### src/rtl/alarm_pkg.sv
// -----------------------------------------------------------------------------
// alarm_pkg
// Shared definitions for the alarm controller slice: FSM state encoding,
// BCD field limits and the snooze counter width.
// Optional feature macro used by alarm_ctrl: HOURLY_CHIME_EN.
// -----------------------------------------------------------------------------
package alarm_pkg;

    typedef enum logic [2:0] {
        ST_IDLE     = 3'd0,
        ST_SET_HOUR = 3'd1,
        ST_SET_MIN  = 3'd2,
        ST_RING     = 3'd3,
        ST_SNOOZE   = 3'd4
    } alarm_state_t;

    localparam int unsigned HOUR_MAX = 23;
    localparam int unsigned MIN_MAX  = 59;
    localparam int unsigned SNOOZE_W = 10;

    // Snooze reload value in seconds, sized to the snooze counter.
    function automatic logic [SNOOZE_W-1:0] snooze_load(input int unsigned minutes);
        return SNOOZE_W'(minutes * 60);
    endfunction

endpackage

### src/rtl/alarm_bcd_cnt.sv
// -----------------------------------------------------------------------------
// alarm_bcd_cnt
// Two-digit BCD field register with increment enable. Wraps from MAX to 00.
// Ports:
//   clk_i    in   clock
//   rst_ni   in   asynchronous reset, active-low (clears to 00)
//   inc_i    in   increment by one (BCD) on this clock edge
//   tens_o   out  tens digit  [TENS_W-1:0]
//   units_o  out  units digit [3:0]
// -----------------------------------------------------------------------------
module alarm_bcd_cnt #(
    parameter int unsigned TENS_W = 3,
    parameter int unsigned MAX    = 59
) (
    input  logic              clk_i,
    input  logic              rst_ni,
    input  logic              inc_i,
    output logic [TENS_W-1:0] tens_o,
    output logic [3:0]        units_o
);

    localparam logic [TENS_W-1:0] MAX_T = TENS_W'(MAX / 10);
    localparam logic [3:0]        MAX_U = 4'(MAX % 10);

    logic [TENS_W-1:0] tens_q,  tens_d;
    logic [3:0]        units_q, units_d;

    always_comb begin
        tens_d  = tens_q;
        units_d = units_q;
        if (inc_i) begin
            if (tens_q == MAX_T && units_q == MAX_U) begin
                tens_d  = '0;
                units_d = '0;
            end else if (units_q == 4'd9) begin
                units_d = '0;
                tens_d  = tens_q + TENS_W'(1);
            end else begin
                units_d = units_q + 4'd1;
            end
        end
    end

    always_ff @(posedge clk_i or negedge rst_ni) begin
        if (!rst_ni) begin
            tens_q  <= '0;
            units_q <= '0;
        end else begin
            tens_q  <= tens_d;
            units_q <= units_d;
        end
    end

    assign tens_o  = tens_q;
    assign units_o = units_q;

endmodule

### src/rtl/alarm_ctrl.sv
// -----------------------------------------------------------------------------
// alarm_ctrl
// Alarm controller for the 24-hour clock. Holds a BCD alarm time, sequences
// its setting via ALMKEY/SELECT/ADJUST, compares it against the live time and
// runs the ring/snooze cycle.
// Optional feature macro: HOURLY_CHIME_EN (one-second chime on the hour in
// IDLE while armed). Default build has no chime.
// Ports:
//   CLK, RST (async active-low), EN1HZ (1 s pulse), SIG2HZ (2 Hz square)
//   ALMKEY/SELECT/ADJUST  one-CLK key pulses
//   SECH/SECL/MINH/MINL/HOURH/HOURL  live BCD time
//   AMINH/AMINL/AHOURH/AHOURL  alarm time (BCD)
//   AMINON/AHOURON  blink enables, SETTING  alarm-set display select
//   ARMED  alarm armed, BUZZ  buzzer drive
// -----------------------------------------------------------------------------
module alarm_ctrl
    import alarm_pkg::*;
#(
    parameter int unsigned RING_SEC   = 60,
    parameter int unsigned SNOOZE_MIN = 5
) (
    input  logic       CLK,
    input  logic       RST,
    input  logic       EN1HZ,
    input  logic       SIG2HZ,
    input  logic       ALMKEY,
    input  logic       SELECT,
    input  logic       ADJUST,
    input  logic [2:0] SECH,
    input  logic [3:0] SECL,
    input  logic [2:0] MINH,
    input  logic [3:0] MINL,
    input  logic [1:0] HOURH,
    input  logic [3:0] HOURL,
    output logic [2:0] AMINH,
    output logic [3:0] AMINL,
    output logic [1:0] AHOURH,
    output logic [3:0] AHOURL,
    output logic       AMINON,
    output logic       AHOURON,
    output logic       SETTING,
    output logic       ARMED,
    output logic       BUZZ
);

    localparam logic [7:0]          RING_LIM = 8'(RING_SEC);
    localparam logic [SNOOZE_W-1:0] SNZ_LOAD = snooze_load(SNOOZE_MIN);

    alarm_state_t        state_q;
    logic                armed_q;
    logic                match_q;
    logic [7:0]          ring_cnt_q, ring_cnt_d;
    logic [SNOOZE_W-1:0] snz_cnt_q,  snz_cnt_d;

    logic hour_inc, min_inc;
    logic match, trigger;

    // ALMKEY outranks ADJUST, so an edit is dropped when both arrive together.
    assign hour_inc = (state_q == ST_SET_HOUR) && !ALMKEY && ADJUST;
    assign min_inc  = (state_q == ST_SET_MIN)  && !ALMKEY && ADJUST;

    alarm_bcd_cnt #(.TENS_W(2), .MAX(HOUR_MAX)) u_hour (
        .clk_i   (CLK),
        .rst_ni  (RST),
        .inc_i   (hour_inc),
        .tens_o  (AHOURH),
        .units_o (AHOURL)
    );

    alarm_bcd_cnt #(.TENS_W(3), .MAX(MIN_MAX)) u_min (
        .clk_i   (CLK),
        .rst_ni  (RST),
        .inc_i   (min_inc),
        .tens_o  (AMINH),
        .units_o (AMINL)
    );

    assign match = ({HOURH, HOURL, MINH, MINL} == {AHOURH, AHOURL, AMINH, AMINL})
                   && (SECH == 3'd0) && (SECL == 4'd0);

    // match_q tracks every cycle, so a match that rises outside IDLE is
    // already "old" if the FSM returns to IDLE within the same second.
    assign trigger = match && !match_q && armed_q && (state_q == ST_IDLE);

    assign ring_cnt_d = ring_cnt_q + 8'd1;
    assign snz_cnt_d  = snz_cnt_q - SNOOZE_W'(1);

    always_ff @(posedge CLK or negedge RST) begin
        if (!RST) begin
            state_q    <= ST_IDLE;
            armed_q    <= 1'b0;
            match_q    <= 1'b0;
            ring_cnt_q <= '0;
            snz_cnt_q  <= '0;
        end else begin
            match_q <= match;
            case (state_q)
                ST_IDLE: begin
                    if (ALMKEY) begin
                        state_q <= ST_SET_HOUR;
                    end else if (ADJUST) begin
                        armed_q <= ~armed_q;
                    end else if (trigger) begin
                        state_q    <= ST_RING;
                        ring_cnt_q <= '0;
                    end
                end
                ST_SET_HOUR: begin
                    if (ALMKEY) begin
                        state_q <= ST_IDLE;
                        armed_q <= 1'b1;
                    end else if (!ADJUST && SELECT) begin
                        state_q <= ST_SET_MIN;
                    end
                end
                ST_SET_MIN: begin
                    if (ALMKEY) begin
                        state_q <= ST_IDLE;
                        armed_q <= 1'b1;
                    end else if (!ADJUST && SELECT) begin
                        state_q <= ST_SET_HOUR;
                    end
                end
                ST_RING: begin
                    if (ALMKEY) begin
                        state_q <= ST_IDLE;
                    end else if (ADJUST) begin
                        state_q   <= ST_SNOOZE;
                        snz_cnt_q <= SNZ_LOAD;
                    end else if (EN1HZ) begin
                        ring_cnt_q <= ring_cnt_d;
                        if (ring_cnt_d == RING_LIM) begin
                            state_q <= ST_IDLE;
                        end
                    end
                end
                ST_SNOOZE: begin
                    if (ALMKEY) begin
                        state_q <= ST_IDLE;
                    end else if (EN1HZ) begin
                        snz_cnt_q <= snz_cnt_d;
                        if (snz_cnt_d == '0) begin
                            state_q    <= ST_RING;
                            ring_cnt_q <= '0;
                        end
                    end
                end
                default: state_q <= ST_IDLE;
            endcase
        end
    end

    assign SETTING = (state_q == ST_SET_HOUR) || (state_q == ST_SET_MIN);
    assign AHOURON = (state_q == ST_SET_HOUR) ? SIG2HZ : 1'b1;
    assign AMINON  = (state_q == ST_SET_MIN)  ? SIG2HZ : 1'b1;
    assign ARMED   = armed_q;

`ifdef HOURLY_CHIME_EN
    logic chime_q;
    logic chime_cond, chime_cond_q;

    assign chime_cond = (MINH == 3'd0) && (MINL == 4'd0) && (SECH == 3'd0) && (SECL == 4'd0);

    always_ff @(posedge CLK or negedge RST) begin
        if (!RST) begin
            chime_q      <= 1'b0;
            chime_cond_q <= 1'b0;
        end else begin
            chime_cond_q <= chime_cond;
            // Start wins over the EN1HZ that normally accompanies the hour roll.
            if ((state_q == ST_IDLE) && chime_cond && !chime_cond_q && armed_q
                && !trigger && !ALMKEY && !ADJUST) begin
                chime_q <= 1'b1;
            end else if (EN1HZ || (state_q != ST_IDLE)) begin
                chime_q <= 1'b0;
            end
        end
    end

    assign BUZZ = (state_q == ST_RING) ? SIG2HZ : (chime_q && (state_q == ST_IDLE));
`else
    assign BUZZ = (state_q == ST_RING) && SIG2HZ;
`endif

endmodule

### config.mk
export PLATFORM = sky130hd
export DESIGN_NAME = alarm_ctrl
export DESIGN_NICKNAME = d
export VERILOG_FILES = /design/src/rtl/alarm_pkg.sv /design/src/rtl/alarm_bcd_cnt.sv /design/src/rtl/alarm_ctrl.sv
export SDC_FILE = /design/constraint.sdc
export NUM_CORES = 1
export LEC_CHECK = 0
export ABC_AREA = 1
export BUFFER_PORTS_ARGS = -buffer_cell sky130_fd_sc_hd__buf_2
export CAP_MARGIN = 20
export CELL_PAD_IN_SITES_DETAIL_PLACEMENT = 1
export CELL_PAD_IN_SITES_GLOBAL_PLACEMENT = 1
export CORE_UTILIZATION = 35
export DETAILED_ROUTE_END_ITERATION = 6
export MAX_ROUTING_LAYER = met4
export PLACE_DENSITY = 0.76
export SYNTH_ARGS = -nofsm -noshare
export SYNTH_HDL_FRONTEND = slang
export SYNTH_SLANG_ARGS = --single-unit
### constraint.sdc
create_clock -name CLK -period 2.4 [get_ports CLK]
set_input_delay 0.48 -clock CLK [delete_from_list [all_inputs] [get_ports CLK]]
set_output_delay 0.48 -clock CLK [all_outputs]
set_load 0.1 [all_outputs]
# After elaboration in Yosys (flattened, before gate mapping)
# Cells that the tools add are included.
dict set report word_totals {
  input_bits 27
  reg_bits 36
  wordCells 124
}
dict set report classes {
  addsub 6
  eq_ne 31
  n_bitwise 1
  muxes 44
  reduce_logical 33
}
# op n
set op_table {}
lappend op_table {{$mux W8} 9}
lappend op_table {{$mux W3} 16}
lappend op_table {{$mux W10} 4}
lappend op_table {{$pmux W8 S3} 1}
lappend op_table {{$ne A2 B2 Y1 const B} 11}
lappend op_table {{$pmux W10 S2} 1}
lappend op_table {{$mux W4} 4}
lappend op_table {{$pmux W3 S5} 1}
lappend op_table {{$eq A13 B13 Y1} 1}
lappend op_table {{$logic_and A1 B1 Y1} 13}
lappend op_table {{$ne A3 B3 Y1 const B} 4}
lappend op_table {{$logic_not A10 Y1} 1}
lappend op_table {{$reduce_and A10 Y1} 1}
lappend op_table {{$sub A10 B1 Y10 const B} 1}
lappend op_table {{$add A4 B1 Y4 const B} 2}
lappend op_table {{$add A8 B1 Y8 const B} 1}
lappend op_table {{$eq A4 B4 Y1 const B} 2}
lappend op_table {{$eq A8 B6 Y1 const B} 1}
lappend op_table {{$ne A4 B4 Y1 const B} 2}
lappend op_table {{$reduce_and A8 Y1} 1}
lappend op_table {{$reduce_bool A2 Y1} 4}
lappend op_table {{$eq A3 B2 Y1 const B} 2}
lappend op_table {{$eq A3 B3 Y1 const B} 2}
lappend op_table {{$logic_not A3 Y1} 2}
lappend op_table {{19 further kinds} 28}

# Longest topological paths before layout
# Gate-level depths: netlist (run 1).
dict set report depth {
  word_depth 10
  ltp_mapped 13
}

# Cells and area by module
# From an unflattened synthesis (run 1), not the netlist that was laid out.
dict set report hier_totals {
  cells_unflattened 398
  area_unflattened_um2 2690.1
}
# mod area_per_inst_um2 instances seq_area_each_um2 cells_per_inst
set by_module_without_submodules {}
lappend by_module_without_submodules {alarm_ctrl 1884.3 1 575.6 299}
lappend by_module_without_submodules {{alarm_bcd_cnt at u_min} 436.7 1 175.2 55}
lappend by_module_without_submodules {{alarm_bcd_cnt at u_hour} 369.1 1 150.1 44}

# Least setup slack after synthesis (run 1)
# Ideal clock, no wire load.
dict set report synth_path {
  path_type {flip-flop to output port}
  start {register state_q[2]}
  end {output port BUZZ}
  slack_ns -0.143
  arrival_time_ns 2.063
  path_stages_with_launch 5
  path_buffers 1
  t_required_ns 1.920
  path_cell_list {dfrtp_1 > inv_2 > nand3_2 > buf_2 > nor2_1}
}
dict set report synth_via {
  elab_chain_cells 2
}
# item line
set synth_rtl {}
lappend synth_rtl {{start, declared} alarm_ctrl.sv:49} ;# alarm_state_t state_q;
lappend synth_rtl {{start signal, assigned} alarm_ctrl.sv:90} ;# state_q <= ST_IDLE;
lappend synth_rtl {{start signal, assigned} alarm_ctrl.sv:100} ;# state_q <= ST_SET_HOUR;
lappend synth_rtl {{start signal, assigned} alarm_ctrl.sv:104} ;# state_q <= ST_RING;
lappend synth_rtl {{$eq A3 B2 Y1} alarm_ctrl.sv:182} ;# assign BUZZ = (state_q == ST_RING) && SIG2HZ;
lappend synth_rtl {{$logic_and A1 B1 Y1} alarm_ctrl.sv:182}
lappend synth_rtl {{end, declared} alarm_ctrl.sv:43} ;# output logic BUZZ
# Every way passes these cells.

# Worst setup path after layout (run 1)
# Same ends and word-level chain as after synthesis.

==> results of run 1 <==
-- power groups by stage --
stage / clock network (W) / registers, W / logic [W]
after floorplan: 0 / 0.00171 / 0.00103
after global placement: 0 / 0.00102 / 0.00209
after detailed placement: 0 / 0.00103 / 0.00213
after CTS: 0.000615 / 0.00102 / 0.00215
after global routing: 0.000635 / 0.00105 / 0.00231
final: 0.000602 / 0.00102 / 0.00214
-- routing by layer --
metal,track usage [%],vias up,share of wire [%]
met5,-,-,0
met1,25.70,1204,48
li1,-,1290,-
met3,2.844,12,2.5
met4,6.970,0,2.5
met2,31.71,38,47
-- cell families (layout without fill, tap and decap cells) --
logic type / after synthesis / in the layout / share of synthesized area (%)
AO/OA/AOI/OAI: 37 / 37 / 8.808
other: 0 / 1 / 0
adder cells (fa/ha/maj): 8 / 8 / 3.959
flip-flops: 36 / 36 / 35.63
AND/OR/NAND/NOR: 222 / 222 / 38.69
XOR/XNOR: 9 / 9 / 3.117
buffers and inverters: 65 / 115 / 9.797
-- metrics by stage --
| stage | cells | utilization, % | cell area [µm²] |
|---|---|---|---|
| 2_1_floorplan | 377 | - | 2531 |
| 3_3_place_gp | 515 | 41.69 | 2864 |
| 3_5_place_dp | 515 | 41.69 | 2864 |
| 4_1_cts | 523 | 43.53 | 2990 |
| 5_1_grt | 524 | 43.57 | 2993 |
| 6_report | 524 | 43.57 | 2993 |
-- final timing paths --
path	startpoint	endpoint	slack [ns]	cells after the start
max in group asynchronous	RST	ring_cnt_q[1]	1.58	1
worst min register to register	snz_cnt_q[6]	snz_cnt_q[6]	0.51	2
worst max-delay path	state_q[2]	BUZZ	0.19	4
min in group CLK	snz_cnt_q[6]	snz_cnt_q[6]	0.51	2
worst min-delay path	RST	u_min.tens_o[0]	0.29	1
worst max register to register	snz_cnt_q[0]	ring_cnt_q[2]	0.31	11
-- state kept, by name, summed over array words and instances (netlist names) --
name,count
ARMED,1
snz_cnt_q,10
u_hour.tens_o,2
ring_cnt_q,8
state_q,3
u_min.units_o,4
u_hour.units_o,4
u_min.tens_o,3
match_q,1
-- placed cells by master (no fill, tap or decap), types with 2 or more instances in the layout --
cell,count
a21oi_1,8
buf_2,44
clkbuf_8,7
dfrtp_1,36
ha_1,8
inv_1,58
inv_2,4
nand2_1,111
nand3_1,25
nand4_1,14
nor2_1,51
nor2_2,6
nor2_4,2
nor3_1,5
o211ai_1,2
o21ai_0,18
o22ai_1,4
xnor2_1,3
xor2_1,6
-- critical path, cell delays in order, from the launching register on --
cell and delay, ns:
dfrtp_1 0.43, inv_2 0.14, nand3_2 0.27, nor2_2 0.15
buf_2 0.43
-- area by class of cell --
class	count	area [µm²]	share of cell area [%]
Multi-Input combinational cell	276	1383	46.20
Clock inverter	1	30.03	1.003
Sequential cell	36	900.9	30.10
Clock buffer	7	96.34	3.219
Antenna cell	1	2.502	0.08361
Inverter	62	232.7	7.776
Tap cell	96	120.1	4.013
Timing Repair Buffer	45	227.7	7.609
==> impl_metrics.ini, run 1 <==
[worst_setup_path]
critPathLaunchType = register
crit_required_ns = 1.92
crit_arrival_ns = 1.73
end_kind = primary output
critPathKind = reg -> out
cp_max_fo = 12

[power_and_ir_drop]
p_total_w = 0.003755
power_density_nw_per_um2 = 1255
swShare_pct = 57.43
p_int_w = 0.001599
switchingPower_w = 0.002156
pwr-share-comb_pct = 56.9
clockPowerShare_pct = 16.0
seq_power_share_pct = 27.1
irDropWorstVdd_v = 0.0008709
leakage_nw = 1.535

[clock_network]
numCtsBuffers = 5
clockBufferDepth = 2
cts_hold_buffers = 0
ctsRootBufferMaster = clkbuf_8
postCtsResizedCells = 0
cts_tree = built
cts.sinks = 36
clk_latency_ns = 0.29
path_clk_slew_ns = 0.08
cts_max_level = 2
postCtsSetupRepairBufs = 0

[timing]
fin_crit_ns = 2.209
worst_slew_pin_slew_ns = 0.8383
setup_ws_ns = 0.1906
skew_ns = 0.009690
rsz0062_at_grt = false
hold_viol = 0
tns_ns = 0
finalMaxSlewViolations = 0
timing.fmax_mhz = 452.6
setup_viol = 0
fin_crit_sh_pct = 92.06
whs_ns = 0.2859
relSlewSlack_pct = 44.11

[synthesis]
async_flop_share_pct = 100.0
ys_warn_count = 0
yosysUniqueCellTypes = 32
synth_area_um2 = 2529
syn_area_per_cell_um2 = 6.707
yosysTopAreaCellShare_pct = 35.63
synth_most_common_cell = nand2_1
synth_area_leaders = dfrtp_1, nand2_1, inv_1
ys.flop_type = dfrtp_1
synth_seq_cells = 36
yosysTopAreaCell = dfrtp_1
synth_cells = 377
synth_top_cells_by_count = nand2_1, inv_1, nor2_1
synth_edf_count = 0
synthesis.nets = 412
yosysSeqAreaShare_pct = 35.63

[floorplan]
io_pins = 45
fp.coreArea_um2 = 6869
initial_core_util_pct = 36.81
die_h_um = 87
std_cell_rows = 30
die-area_um2 = 7569
die_x_um = 87

[grt]
grtUsageTotal_pct = 19.85
grt_max_degree = 37
first_global_vias = 2510
antenna_found_initial = 1
grt_overflow = 0
grt_pass1_wl_mm = 11.48

[cells_and_area]
nets = 461
layout-drive-gt1-share_pct = 17.10
area_growth_pct = 18.36
fillers = 921

[drt]
drtIter0Drc = 79
drc = 0
wire_per_inst_um = 12.86
wl_mm = 6.739
dr.pass1.iters = 4
ant_nets = 0
dr_total_vias = 2544
vias_per_cell = 4.855

[worst_hold_path]
holdCritPathClass = in -> async

[run]
cap_violations = 0

[placement]
io_buffers = 44
dp_slack_ns = 0.3666
dpl.hpwl_mm = 5.201
gp_congestion = 0.7986

[run_status]
outcome = complete, no violations
Note: power is estimated with default switching activity, not from simulation.
==> run 2, diff against run 1 <==
--- a/config.mk
+++ b/config.mk
@@ -10,10 +10,12 @@
 export CAP_MARGIN = 20
 export CELL_PAD_IN_SITES_DETAIL_PLACEMENT = 1
 export CELL_PAD_IN_SITES_GLOBAL_PLACEMENT = 1
+export CORE_ASPECT_RATIO = 0.7
 export CORE_UTILIZATION = 35
 export DETAILED_ROUTE_END_ITERATION = 6
 export MAX_ROUTING_LAYER = met4
-export PLACE_DENSITY = 0.76
+export PLACE_DENSITY = 0.75
 export SYNTH_ARGS = -nofsm -noshare
 export SYNTH_HDL_FRONTEND = slang
+export SYNTH_HIERARCHICAL = 1
 export SYNTH_SLANG_ARGS = --single-unit
==> run 2 against run 1 <==
Global-route usage increased by 1.2 points. Area after synthesis increased by 6.4%. Count of clock-buffer cells in the layout unchanged. Clock power increased by 0.7%. Clock skew decreased by 0.0037 ns. Largest cell class unchanged. Register-to-register slack improved by 0.07 ns. Combinational power decreased by 9%. Critical endpoint is now SETTING. Via count increased by 3.7%. Setup slack improved by 0.0036 ns. Sequential cell count unchanged. Sequential share of layout area decreased by 1.5 points. Wire length increased by 8.6%.
==> impl_metrics.ini, run 2 <==
[floorplan]
die-area_um2 = 8046
initial_core_util_pct = 36.59
die_x_um = 106.8
std_cell_rows = 26
io_pins = 45
fp.coreArea_um2 = 7352
die_h_um = 75.35

[synthesis]
yosysUniqueCellTypes = 32
yosysTopAreaCell = dfrtp_1
synth_area_leaders = dfrtp_1, nand2_1, inv_1
synth_edf_count = 0
synth_cells = 398
async_flop_share_pct = 100.0
ys_warn_count = 6
synth_top_cells_by_count = nand2_1, inv_1, nor2_1
synthesis.nets = 435
yosysTopAreaCellShare_pct = 33.49
yosysSeqAreaShare_pct = 33.49
synth_most_common_cell = nand2_1
synth_area_um2 = 2690
synth_seq_cells = 36
syn_area_per_cell_um2 = 6.759
ys.flop_type = dfrtp_1

[cells_and_area]
area_growth_pct = 16.93
layout-drive-gt1-share_pct = 17.82
design_area_um2 = 3146
final_common_cell = nand2_1
largest_reg_flops = 10
regMostFlops = snz_cnt_q
reg_top3 = snz_cnt_q (10), ring_cnt_q (8)
n_antenna_cell = 0
utilization_pct = 42.78
fin_cells = 547
final_cell_mix = nand2_1, inv_1, nor2_1
nets = 485

[clock_network]
path_clk_slew_ns = 0.08
cts_tree = built
clockBufferDepth = 2
clk_latency_ns = 0.30
postCtsSetupRepairBufs = 0
postCtsResizedCells = 0
cts_hold_buffers = 0
ctsRootBufferMaster = clkbuf_8
cts_max_level = 2
cts.sinks = 36
numCtsBuffers = 5

[worst_setup_path]
crit_required_ns = 1.92
ff2ff_setup_slack_ns = 0.38
r2r-end = ring_cnt_q[2]
critPathKind = reg -> out
reg2reg_depth = 13
critPathLaunchType = register
timing.rr.start = snz_cnt_q[0]
crit_arrival_ns = 1.73
end_kind = primary output
cp_max_fo = 7
crit_start = state_q[0]

[placement]
gp_congestion = 0.8332
place_area_um2 = 3019
io_buffers = 44
dp.cells = 539
dpl.hpwl_mm = 5.649
dp_slack_ns = 0.3886

[grt]
grtUsageTotal_pct = 21.02
grt_pass1_wl_mm = 12.66
grt_max_degree = 37
antenna_found_initial = 0
grt_overflow = 0
first_global_vias = 2730

[timing]
hold_viol = 0
tns_ns = 0
relSlewSlack_pct = 42.96
finalMaxSlewViolations = 0
setup_viol = 0
rsz0062_at_grt = false
fin_crit_sh_pct = 91.91
setup_ws_ns = 0.1942
fin_crit_ns = 2.206
worst_slew_pin_slew_ns = 0.8555
skew_ns = 0.005944
timing.fmax_mhz = 453.4

[run_status]
outcome = complete, no violations

[drt]
dr.pass1.iters = 4
ant_nets = 0
vias_per_cell = 4.823
drtIter0Drc = 61
wire_per_inst_um = 13.38
drc = 0
wl_mm = 7.317
dr_total_vias = 2638

[worst_hold_path]
holdCritPathClass = in -> async

[power_and_ir_drop]
leakage_nw = 1.667
irDropWorstVdd_v = 0.0007367
power_density_nw_per_um2 = 1126

[run]
cap_violations = 0
[run 2: worst max-delay path by stage]
stage,cells past startpoint,to,slack (ns)
2_1_floorplan,11,ring_cnt_q[4],0.25
3_3_place_gp,13,state_q[0],0.49
3_5_place_dp,11,ring_cnt_q[4],0.39
4_1_cts,4,BUZZ,0.19
5_1_grt,4,BUZZ,0.11
6_report,4,SETTING,0.19
[run 2: final cells by class]
class / count / area [µm²]
multi-input cells: 288 / 1490
inverters: 70 / 262.8
clock inverters: 1 / 30.03
fillers: 1001 / 4207
well taps: 98 / 122.6
flip-flops and latches: 36 / 900.9
clock buffers: 7 / 96.34
repair buffers: 47 / 242.7
[run 2: power by group]
group / internal (W) / leakage, nW / switching (W)
sequential: 0.000761 / 0.446 / 0.000224
combinational: 0.000452 / 1.16 / 0.00150
clock: 0.000367 / 0.0645 / 0.000239
total: 0.00158 / 1.67 / 0.00196
[run 2: critical path: stages, from the launching register on]
cell     delay, ns
dfrtp_1       0.46
inv_1         0.13
nand3_1       0.21
nand2_1       0.18
buf_2         0.44
[run 2: kinds of logic after synthesis]
| kind of cell | Yosys count | synth area share, % |
|---|---|---|
| and+or+nand+nor | 233 | 39.16 |
| buffers and inverters | 74 | 11.21 |
| DFF | 36 | 33.49 |
| AOI/OAI and AO/OA | 32 | 7.209 |
| xor gates and xnor gates | 12 | 3.907 |
| adders and majority gates | 10 | 4.651 |
| muxes | 1 | 0.3721 |
[run 2: per-stage QoR]
stage,hold slack (ns),power [W]
2_1_floorplan,0.1844,0.002546
3_3_place_gp,0.4989,0.002884
3_5_place_dp,0.5019,0.002943
4_1_cts,0.3164,0.003567
5_1_grt,0.3612,0.003788
6_report,0.2850,0.003541
[run 2: per-layer routing]
metal	routed length, µm	vias up	global-route usage (%)
li1	-	1351	-
met1	3687	1239	26.66
met2	3316	29	35.05
met3	149	19	2.908
met4	163	0	7.306
met5	0	-	-
==> run 3, diff against run 2 <==
--- a/config.mk
+++ b/config.mk
@@ -12,9 +12,11 @@
 export CELL_PAD_IN_SITES_GLOBAL_PLACEMENT = 1
 export CORE_ASPECT_RATIO = 0.7
 export CORE_UTILIZATION = 35
+export CTS_CLUSTER_DIAMETER = 150
 export DETAILED_ROUTE_END_ITERATION = 6
 export MAX_ROUTING_LAYER = met4
 export PLACE_DENSITY = 0.75
+export REMOVE_ABC_BUFFERS = 1
 export SYNTH_ARGS = -nofsm -noshare
 export SYNTH_HDL_FRONTEND = slang
 export SYNTH_HIERARCHICAL = 1
==> run 3 against run 2 <==
Design area down 0.88%. Sequential power up 0.6%. Setup slack worse by 0.028 ns. Power down 3.3%. Register-to-register slack about the same. Utilization down 0.37 points. Critical path type unchanged. Die area unchanged. Via count down 0.87%. Largest cell class unchanged. Final cell count up 0.18%. First-iteration DRC count up 70%.
==> impl_metrics.ini, run 3 (synthesis gave the netlist of run 2 again) <==
[floorplan]
die-area_um2 = 8046
initial_core_util_pct = 36.59
io_pins = 45
die_h_um = 75.35
die_x_um = 106.8
std_cell_rows = 26
fp.coreArea_um2 = 7352

[worst_setup_path]
cp_top_family = buffers and inverters
cp_max_fo = 13
worst-path-buf-inv = 2
critPathKind = reg -> out
critPathLaunchType = register
end_kind = primary output
cp_slowest_cell = buf_2
crit_arrival_ns = 1.75
worst_path_largest_cell_delay_ns = 0.44
crit_required_ns = 1.92
crit_chain = inv_2 > nand3_2 > nor2_1 > buf_2

[cells_and_area]
n_antenna_cell = 0
final_cell_mix = nand2_1, inv_1, nor2_1
layout-drive-gt1-share_pct = 17.56
final_common_cell = nand2_1
area_growth_pct = 15.91
reg_top3 = snz_cnt_q (10), ring_cnt_q (8)
fillers = 1005
regMostFlops = snz_cnt_q
nets = 486
largest_reg_flops = 10

[power_and_ir_drop]
switchingPower_w = 0.001966
clockPowerShare_pct = 13.6
swShare_pct = 57.38
seq_power_share_pct = 28.9
power_density_nw_per_um2 = 1099
p_total_w = 0.003426
pwr-share-comb_pct = 57.5
leakage_nw = 1.652
p_int_w = 0.001460
irDropWorstVdd_v = 0.0006899

[run]
cap_violations = 0

[run_status]
outcome = complete, no violations

[clock_network]
clockBufferDepth = 2
cts_max_level = 2
ctsRootBufferMaster = clkbuf_8
postCtsResizedCells = 0
cts_hold_buffers = 0
postCtsSetupRepairBufs = 0
cts.sinks = 36
path_clk_slew_ns = 0.08
numCtsBuffers = 5
cts_tree = built
clk_latency_ns = 0.30

[timing]
hold_viol = 0
finalMaxSlewViolations = 0
tns_ns = 0
fin_crit_sh_pct = 93.06
whs_ns = 0.2737
rsz0062_at_grt = false
worst_slew_pin_slew_ns = 0.8290
relSlewSlack_pct = 44.74
setup_viol = 0
fin_crit_ns = 2.233
skew_ns = 0.009359
timing.fmax_mhz = 447.7

[grt]
grt_max_degree = 37
met2_usage_pct = 32.97
use_met3_pct = 4.192
antenna_found_initial = 0
first_global_vias = 2627
grtUsageTotal_pct = 20.42
grt_overflow = 0
grt_pass1_wl_mm = 12.34
grt_busiest_layer = met2
grt.met1_usage_pct = 26.43

[worst_hold_path]
holdCritPathClass = in -> async

[placement]
io_buffers = 44
dpl.hpwl_mm = 5.786
gp_congestion = 0.8765

[drt]
vias_per_cell = 4.772
drtIter0Drc = 104
dr.pass1.iters = 4
wire_per_inst_um = 13.19
dr_total_vias = 2615
wl_mm = 7.230
ant_nets = 0
drc = 0
==> run 3: worst paths after layout <==
| kind | end | from | slack (ns) | cells past startpoint |
|---|---|---|---|---|
| setup reg to reg | state_q[0] | snz_cnt_q[0] | 0.37 | 11 |
| min in group CLK | match_q | HOURL[2] | 0.51 | 4 |
| hold reg to reg | ring_cnt_q[7] | ring_cnt_q[7] | 0.53 | 2 |
| setup / recovery | BUZZ | state_q[2] | 0.17 | 4 |
| hold / removal | snz_cnt_q[3] | RST | 0.27 | 1 |
| max in group asynchronous | snz_cnt_q[5] | RST | 1.60 | 1 |
==> run 3: worst reg2reg max path: stages, from the launching register on <==
cell and delay [ns]:
dfrtp_1 0.38, inv_1 0.13, ha_1 0.23, nand3_1 0.15, o21ai_0 0.18, o21ai_0 0.14
nor2_1 0.15, nand3_2 0.13, nand2_1 0.13, nand3_1 0.15, nand2_1 0.10, nand2_1 0.05
==> run 3: area by class of cell <==
cell class,instances,area (µm²),area share [%]
clock buffer,7,86.33,2.769
clock inverter,1,7.507,0.2408
inverter,70,262.8,8.427
multi-input combinational,288,1488,47.71
sequential,36,900.9,28.89
tap,98,122.6,3.933
timing repair buffer,48,250.2,8.026
==> run 3: power by group through the flow <==
stage | clock network, W | registers (W) | logic [W]
floorplan | 0 | 0.00150 | 0.00102
global placement | 0 | 0.000989 | 0.00192
detailed placement | 0 | 0.00100 | 0.00196
CTS | 0.000482 | 0.000992 | 0.00197
global route | 0.000507 | 0.00102 | 0.00214
finish | 0.000465 | 0.000991 | 0.00197
==> run 3: through the flow <==
stage	setup slack [ns]	util (%)	std cells	area (µm²)
after floorplan	-0.09903	-	394	2651
after detailed placement	0.4356	41.13	540	3024
final	0.1665	42.41	548	3118
after global routing	0.06230	42.41	548	3118
after CTS	0.1564	42.41	548	3118
after global placement	0.5072	41.13	540	3024
==> run 3: per-layer routing <==
metal  wire length, µm  vias up
li1                  -     1346
met1              3688     1230
met2              3269       30
met3               198        9
met4                74        0
met5                 0        -
